<file path="src/rtl/alu_pkg.sv">
// Shared definitions for the ALU sharing scheduler: opcodes, FSM encoding,
// default parameters and the EXEC hold-count helper.
package alu_pkg;

    localparam logic [2:0] ALU_AND = 3'b000;
    localparam logic [2:0] ALU_OR  = 3'b001;
    localparam logic [2:0] ALU_ADD = 3'b010;
    localparam logic [2:0] ALU_MUL = 3'b011;
    localparam logic [2:0] ALU_SUB = 3'b110;

    localparam int WIDTH_DEF      = 32;
    // Multiply needs the ALU inputs held this many cycles; legal range 1..15.
    localparam int MUL_CYCLES_DEF = 4;

    typedef enum logic [1:0] {
        S_IDLE = 2'd0,
        S_EXEC = 2'd1,
        S_RESP = 2'd2
    } state_t;

    // Extra EXEC cycles beyond the first: multiply holds for MUL_CYCLES cycles,
    // every other opcode (including unsupported ones) completes in one.
    function automatic logic [3:0] hold_count(input logic [2:0] ctrl, input int mul_cycles);
        logic [3:0] cnt;
        cnt = 4'd0;
        if (ctrl == ALU_MUL) begin
            cnt = 4'(mul_cycles - 1);
        end
        return cnt;
    endfunction

endpackage

</file>
<file path="src/rtl/alu_share_sched_rr_arbiter2.sv">
// Two-way round-robin arbiter. last_grant is the id granted most recently;
// on a tie the other requester wins. A lone request wins regardless.
module rr_arbiter2 (
    input  logic [1:0] req,
    input  logic       last_grant,
    input  logic       en,
    output logic [1:0] grant
);

    // Grant is purely combinational so the winner sees ready in the same cycle.
    always_comb begin
        grant    = 2'b00;
        grant[0] = en & req[0] & (~req[1] | last_grant);
        grant[1] = en & req[1] & (~req[0] | ~last_grant);
    end

endmodule

</file>
<file path="src/rtl/alu_share_sched.sv">
// Shares one external combinational ALU between two requesters.
// Handshake: a transfer happens on a rising edge where valid and ready are both
// high. Requesters hold valid/operands until ready (dropping valid early is legal
// and transfers nothing). The response is held stable while resp_valid is high
// and resp_ready is low.
module alu_share_sched
    import alu_pkg::*;
#(
    parameter int WIDTH      = WIDTH_DEF,
    parameter int MUL_CYCLES = MUL_CYCLES_DEF
) (
    input  logic             clk,
    input  logic             reset,
    input  logic             req0_valid,
    output logic             req0_ready,
    input  logic [WIDTH-1:0] req0_a,
    input  logic [WIDTH-1:0] req0_b,
    input  logic [2:0]       req0_ctrl,
    input  logic             req1_valid,
    output logic             req1_ready,
    input  logic [WIDTH-1:0] req1_a,
    input  logic [WIDTH-1:0] req1_b,
    input  logic [2:0]       req1_ctrl,
    output logic [WIDTH-1:0] alu_a,
    output logic [WIDTH-1:0] alu_b,
    output logic [2:0]       alu_ctrl,
    input  logic [WIDTH-1:0] alu_result,
    output logic             resp_valid,
    input  logic             resp_ready,
    output logic             resp_id,
    output logic [WIDTH-1:0] resp_result,
    output logic [1:0]       state_dbg
);

    state_t           state_q, state_d;
    logic [WIDTH-1:0] a_q, a_d;
    logic [WIDTH-1:0] b_q, b_d;
    logic [2:0]       ctrl_q, ctrl_d;
    logic             id_q, id_d;
    logic [3:0]       cnt_q, cnt_d;
    logic [WIDTH-1:0] resp_result_q, resp_result_d;
    logic             resp_id_q, resp_id_d;
    logic             last_grant_q, last_grant_d;

    logic             arb_en;
    logic [1:0]       grant;

    // Arbitration only runs in IDLE and is suppressed while reset is held,
    // so no requester sees ready during reset.
    assign arb_en = (state_q == S_IDLE) && !reset;

    rr_arbiter2 u_arb (
        .req        ({req1_valid, req0_valid}),
        .last_grant (last_grant_q),
        .en         (arb_en),
        .grant      (grant)
    );

    // Next-state and register-load logic for the IDLE -> EXEC -> RESP cycle.
    always_comb begin
        state_d       = state_q;
        a_d           = a_q;
        b_d           = b_q;
        ctrl_d        = ctrl_q;
        id_d          = id_q;
        cnt_d         = cnt_q;
        resp_result_d = resp_result_q;
        resp_id_d     = resp_id_q;
        last_grant_d  = last_grant_q;

        case (state_q)
            S_IDLE: begin
                if (grant[0]) begin
                    a_d          = req0_a;
                    b_d          = req0_b;
                    ctrl_d       = req0_ctrl;
                    id_d         = 1'b0;
                    cnt_d        = hold_count(req0_ctrl, MUL_CYCLES);
                    last_grant_d = 1'b0;
                    state_d      = S_EXEC;
                end else if (grant[1]) begin
                    a_d          = req1_a;
                    b_d          = req1_b;
                    ctrl_d       = req1_ctrl;
                    id_d         = 1'b1;
                    cnt_d        = hold_count(req1_ctrl, MUL_CYCLES);
                    last_grant_d = 1'b1;
                    state_d      = S_EXEC;
                end
            end
            S_EXEC: begin
                if (cnt_q != 4'd0) begin
                    cnt_d = cnt_q - 4'd1;
                end else begin
                    resp_result_d = alu_result;
                    resp_id_d     = id_q;
                    state_d       = S_RESP;
                end
            end
            S_RESP: begin
                if (resp_ready) begin
                    state_d = S_IDLE;
                end
            end
            default: begin
                state_d = S_IDLE;
            end
        endcase
    end

    // State and datapath registers; reset drops any in-flight transaction.
    always_ff @(posedge clk or posedge reset) begin
        if (reset) begin
            state_q       <= S_IDLE;
            a_q           <= '0;
            b_q           <= '0;
            ctrl_q        <= 3'b000;
            id_q          <= 1'b0;
            cnt_q         <= 4'd0;
            resp_result_q <= '0;
            resp_id_q     <= 1'b0;
            last_grant_q  <= 1'b1;
        end else begin
            state_q       <= state_d;
            a_q           <= a_d;
            b_q           <= b_d;
            ctrl_q        <= ctrl_d;
            id_q          <= id_d;
            cnt_q         <= cnt_d;
            resp_result_q <= resp_result_d;
            resp_id_q     <= resp_id_d;
            last_grant_q  <= last_grant_d;
        end
    end

    // ALU inputs always come from the operand registers, so they stay quiet
    // outside EXEC instead of following the request buses.
    always_comb begin
        req0_ready  = grant[0];
        req1_ready  = grant[1];
        alu_a       = a_q;
        alu_b       = b_q;
        alu_ctrl    = ctrl_q;
        resp_valid  = (state_q == S_RESP);
        resp_id     = resp_id_q;
        resp_result = resp_result_q;
        state_dbg   = state_q;
    end

endmodule
</file>
<file path="config.mk">
export PLATFORM = sky130hd
export DESIGN_NAME = alu_share_sched
export DESIGN_NICKNAME = d
export VERILOG_FILES = /design/src/rtl/alu_pkg.sv /design/src/rtl/alu_share_sched_rr_arbiter2.sv /design/src/rtl/alu_share_sched.sv
export SDC_FILE = /design/constraint.sdc
export NUM_CORES = 1
export LEC_CHECK = 0
export CAP_MARGIN = 5
export CORE_UTILIZATION = 32
export DETAILED_ROUTE_END_ITERATION = 7
export HOLD_SLACK_MARGIN = 0.08
export PLACE_DENSITY = 0.67
export SETUP_SLACK_MARGIN = 0.5
export SLEW_MARGIN = 20
export SYNTH_ARGS = -nofsm -noshare
export SYNTH_HDL_FRONTEND = slang
export SYNTH_SLANG_ARGS = --single-unit
</file>
<file path="constraint.sdc">
create_clock -name clk -period 4.85 [get_ports clk]
set_input_delay 0.97 -clock clk [delete_from_list [all_inputs] [get_ports clk]]
set_output_delay 0.97 -clock clk [all_outputs]
set_load 0.05 [all_outputs]
</file>
==> run_results.csv <==
group,metric,value,unit
worst_setup_path,worstSetupEndpoint,"req1_ready",
routing,ant_nets,0,
power,power.density,741,nW/um^2
sta,max_freq,255,MHz
routing,vias,4014,
cts,cts_hold_buf,0,
layout,final_common_cell,"clkdlybuf4s50_1",
logic_synthesis,ys_seq_area_share,57.3,%
sta,finalSetupViolCount,0,
power,irDropWorstVdd,0.000424,V
cts,clk_latency,340,ps
worst_setup_path,reg2reg_from,"state_dbg[1]",
die,coreArea,14500,sq um
cts,clockBufferDepth,2,
logic_synthesis,syn_inst,412,
grt,grtUsageTotal,17.2,%
sta,drv_slew,0,
worst_setup_path,path_max_fanout,4,
power,combinationalPowerShare,59.2,%
outcome,status,"completed",
grt,antenna_found_initial,0,
die,die_x,123,um
place,io_buffers,275,
flow_run,cap_violations,0,
logic_synthesis,synth_area,4720,sq um
worst_setup_path,arrival,2950,ps
routing,drt_pre_antenna_iters,4,
logic_synthesis,syn-mean-instance-area,11.5,sq um
cts,clock-root-buffer,"clkbuf_16",
grt,grt_pass1_wl,20000,um
power,finalPower,5.92,mW
layout,antenna_cells,0,
layout,layout_common_cells,"clkdlybuf4s50_1, dfrtp_1, nor2_1",
layout,final_util,55.2,%
sta,rsz0062_at_grt,"no",
routing,wl_per_cell,15.4,um
layout,syn2layout_area_growth,69.1,%
die,rows,44,
power,clkPwrFrac,13.5,%
sta,relSlewSlack,43.3,%
grt,grt-ovfl-total,0,
cts,cts-buffers-inserted,9,
cts,cts_setup_buffers,0,
sta,tightest_slew,850,ps
power,p_int,3.13,mW
place,place_hpwl,9760,um
worst_setup_path,cp-end-kind,"primary output",
layout,drive_gt1_share,9.41,%
sta,whs,474,ps
worst_setup_path,reg2reg_slack,2750,ps
cts,clock-sinks,108,
die,die_area,15200,sq um
worst_setup_path,critical_path_class,"in -> out",
sta,period_minus_slack,3920,ps
logic_synthesis,yosys_warnings,0,
sta,worst_slack,934,ps
sta,skew,6.80,ps
sta,hold_viol,0,
routing,drc_errors,0,
power,seqPwrFrac,27.2,%
die,initial_core_util,32.6,%
logic_synthesis,ys_ff_latch,108,
sta,finalCritPeriodShare,80.7,%
power,power_switching,2.79,mW
grt,grt_pass1_vias,4009,
routing,drt-initial-drc-count,144,
routing,totalWireLength,13300,um
cts,ctsResizeCount,0,
layout,final_nets,848,
worst_setup_path,critPathLaunch,"reset",
power,p_leak,3.68,nW
cts,path_clk_slew,70,ps
sta,fin_setup_tns,0,ps
cts,htree_levels,3,
worst_setup_path,cp-start-kind,"primary input",
place,routabilityCongestion,0.761,
grt,grt_max_degree,138,
die,die_h,123,um
worst_setup_path,reg2regPathDepth,3,
logic_synthesis,ys_types,27,
logic_synthesis,synth_nets,585,
routing,via_per_inst,4.65,
worst_setup_path,regToRegEndpoint,"resp_result[18]",
cts,cts_tree,"built",
hold_path,hold_path_class,"reg -> reg",
die,num_io_pins,276,
power,swShare,47.1,%
worst_setup_path,cp.required,3880,ps
place,dp_slack,936,ps
synth_stat cells, drive strengths merged:
cell	count	area (sq um)
dfrtp	107	2680
nor2	74	278
mux2i	68	681
a21oi	67	335
mux2	33	372
clkbuf	15	56.3
buf	11	55.1
nand2	7	26.3
inv	6	22.5
nand3	5	30.0
a211oi	2	20.0
and3	2	17.5
ha	2	25.0
nand2b	2	12.5
nor3	2	15.0
xor2	2	17.5
a22o	1	17.5
and2	1	6.26
and2b	1	7.51
dfstp	1	26.3
o21ai	1	5.00
or2	1	6.26
or3b	1	11.3
metrics by stage:
step                      cells  cell area (sq um)
after global placement      848               7650
after floorplan             412               4720
after detailed placement    848               7650
after CTS                   864               7980
after global routing        864               7990
final                       864               7990
worst max-delay path, cell delays in order:
cell and delay [ps]:
clkdlybuf4s50_1 500, nor3_2 430, nand3_4 150, inv_1 90, clkdlybuf4s50_1 800
metal layers:
| metal | GRT usage [%] | wire length, um | vias to the layer above |
|---|---|---|---|
| met4 | 7.15 | 315 | 0 |
| met3 | 5.72 | 1200 | 20 |
| met1 | 18.4 | 5030 | 1888 |
| met5 | 0 | 0 | - |
| met2 | 30.9 | 6780 | 166 |
| li1 | - | - | 1940 |
worst min path at each step:
stage / endpoint / start / cells past startpoint / slack (ps)
after floorplan: id_q / id_q / 2 / 440
after CTS: last_grant_q / last_grant_q / 2 / 480
final: last_grant_q / last_grant_q / 2 / 470
after global placement: last_grant_q / last_grant_q / 2 / 460
after global routing: last_grant_q / last_grant_q / 2 / 500
after detailed placement: last_grant_q / last_grant_q / 2 / 470
power by group through the flow:
stage	sequential, mW	clock [mW]	combinational (mW)
detailed placement	1.63	0	3.54
global placement	1.60	0	3.50
finish	1.61	0.801	3.51
global route	1.67	0.865	3.69
floorplan	3.13	0	0.792
CTS	1.62	0.826	3.54
cell type report:
type | instances | area [sq um]
well taps | 184 | 230
multi-input cells | 272 | 1910
flip-flops and latches | 108 | 2700
repair buffers | 278 | 2790
fillers | 1282 | 6490
inverters | 6 | 27.5
clock buffers | 10 | 239
clock inverters | 6 | 87.6
kinds of logic after synthesis:
kind of cell,after synthesis,share of synthesized area [%]
AOI/OAI and AO/OA,71,8.00
xor gates and xnor gates,2,0.371
adders and majority gates,2,0.530
buffers and inverters,32,2.84
DFF,108,57.3
muxes,101,22.3
and+or+nand+nor,96,8.69
flip-flops by register name, summed over array words and instances, names as in the netlist:
register      count
alu_a            32
alu_b            32
alu_ctrl          3
cnt_q             4
id_q              1
last_grant_q      1
resp_id           1
resp_result      32
state_dbg         2
Note: power is estimated with default switching activity, not from simulation.
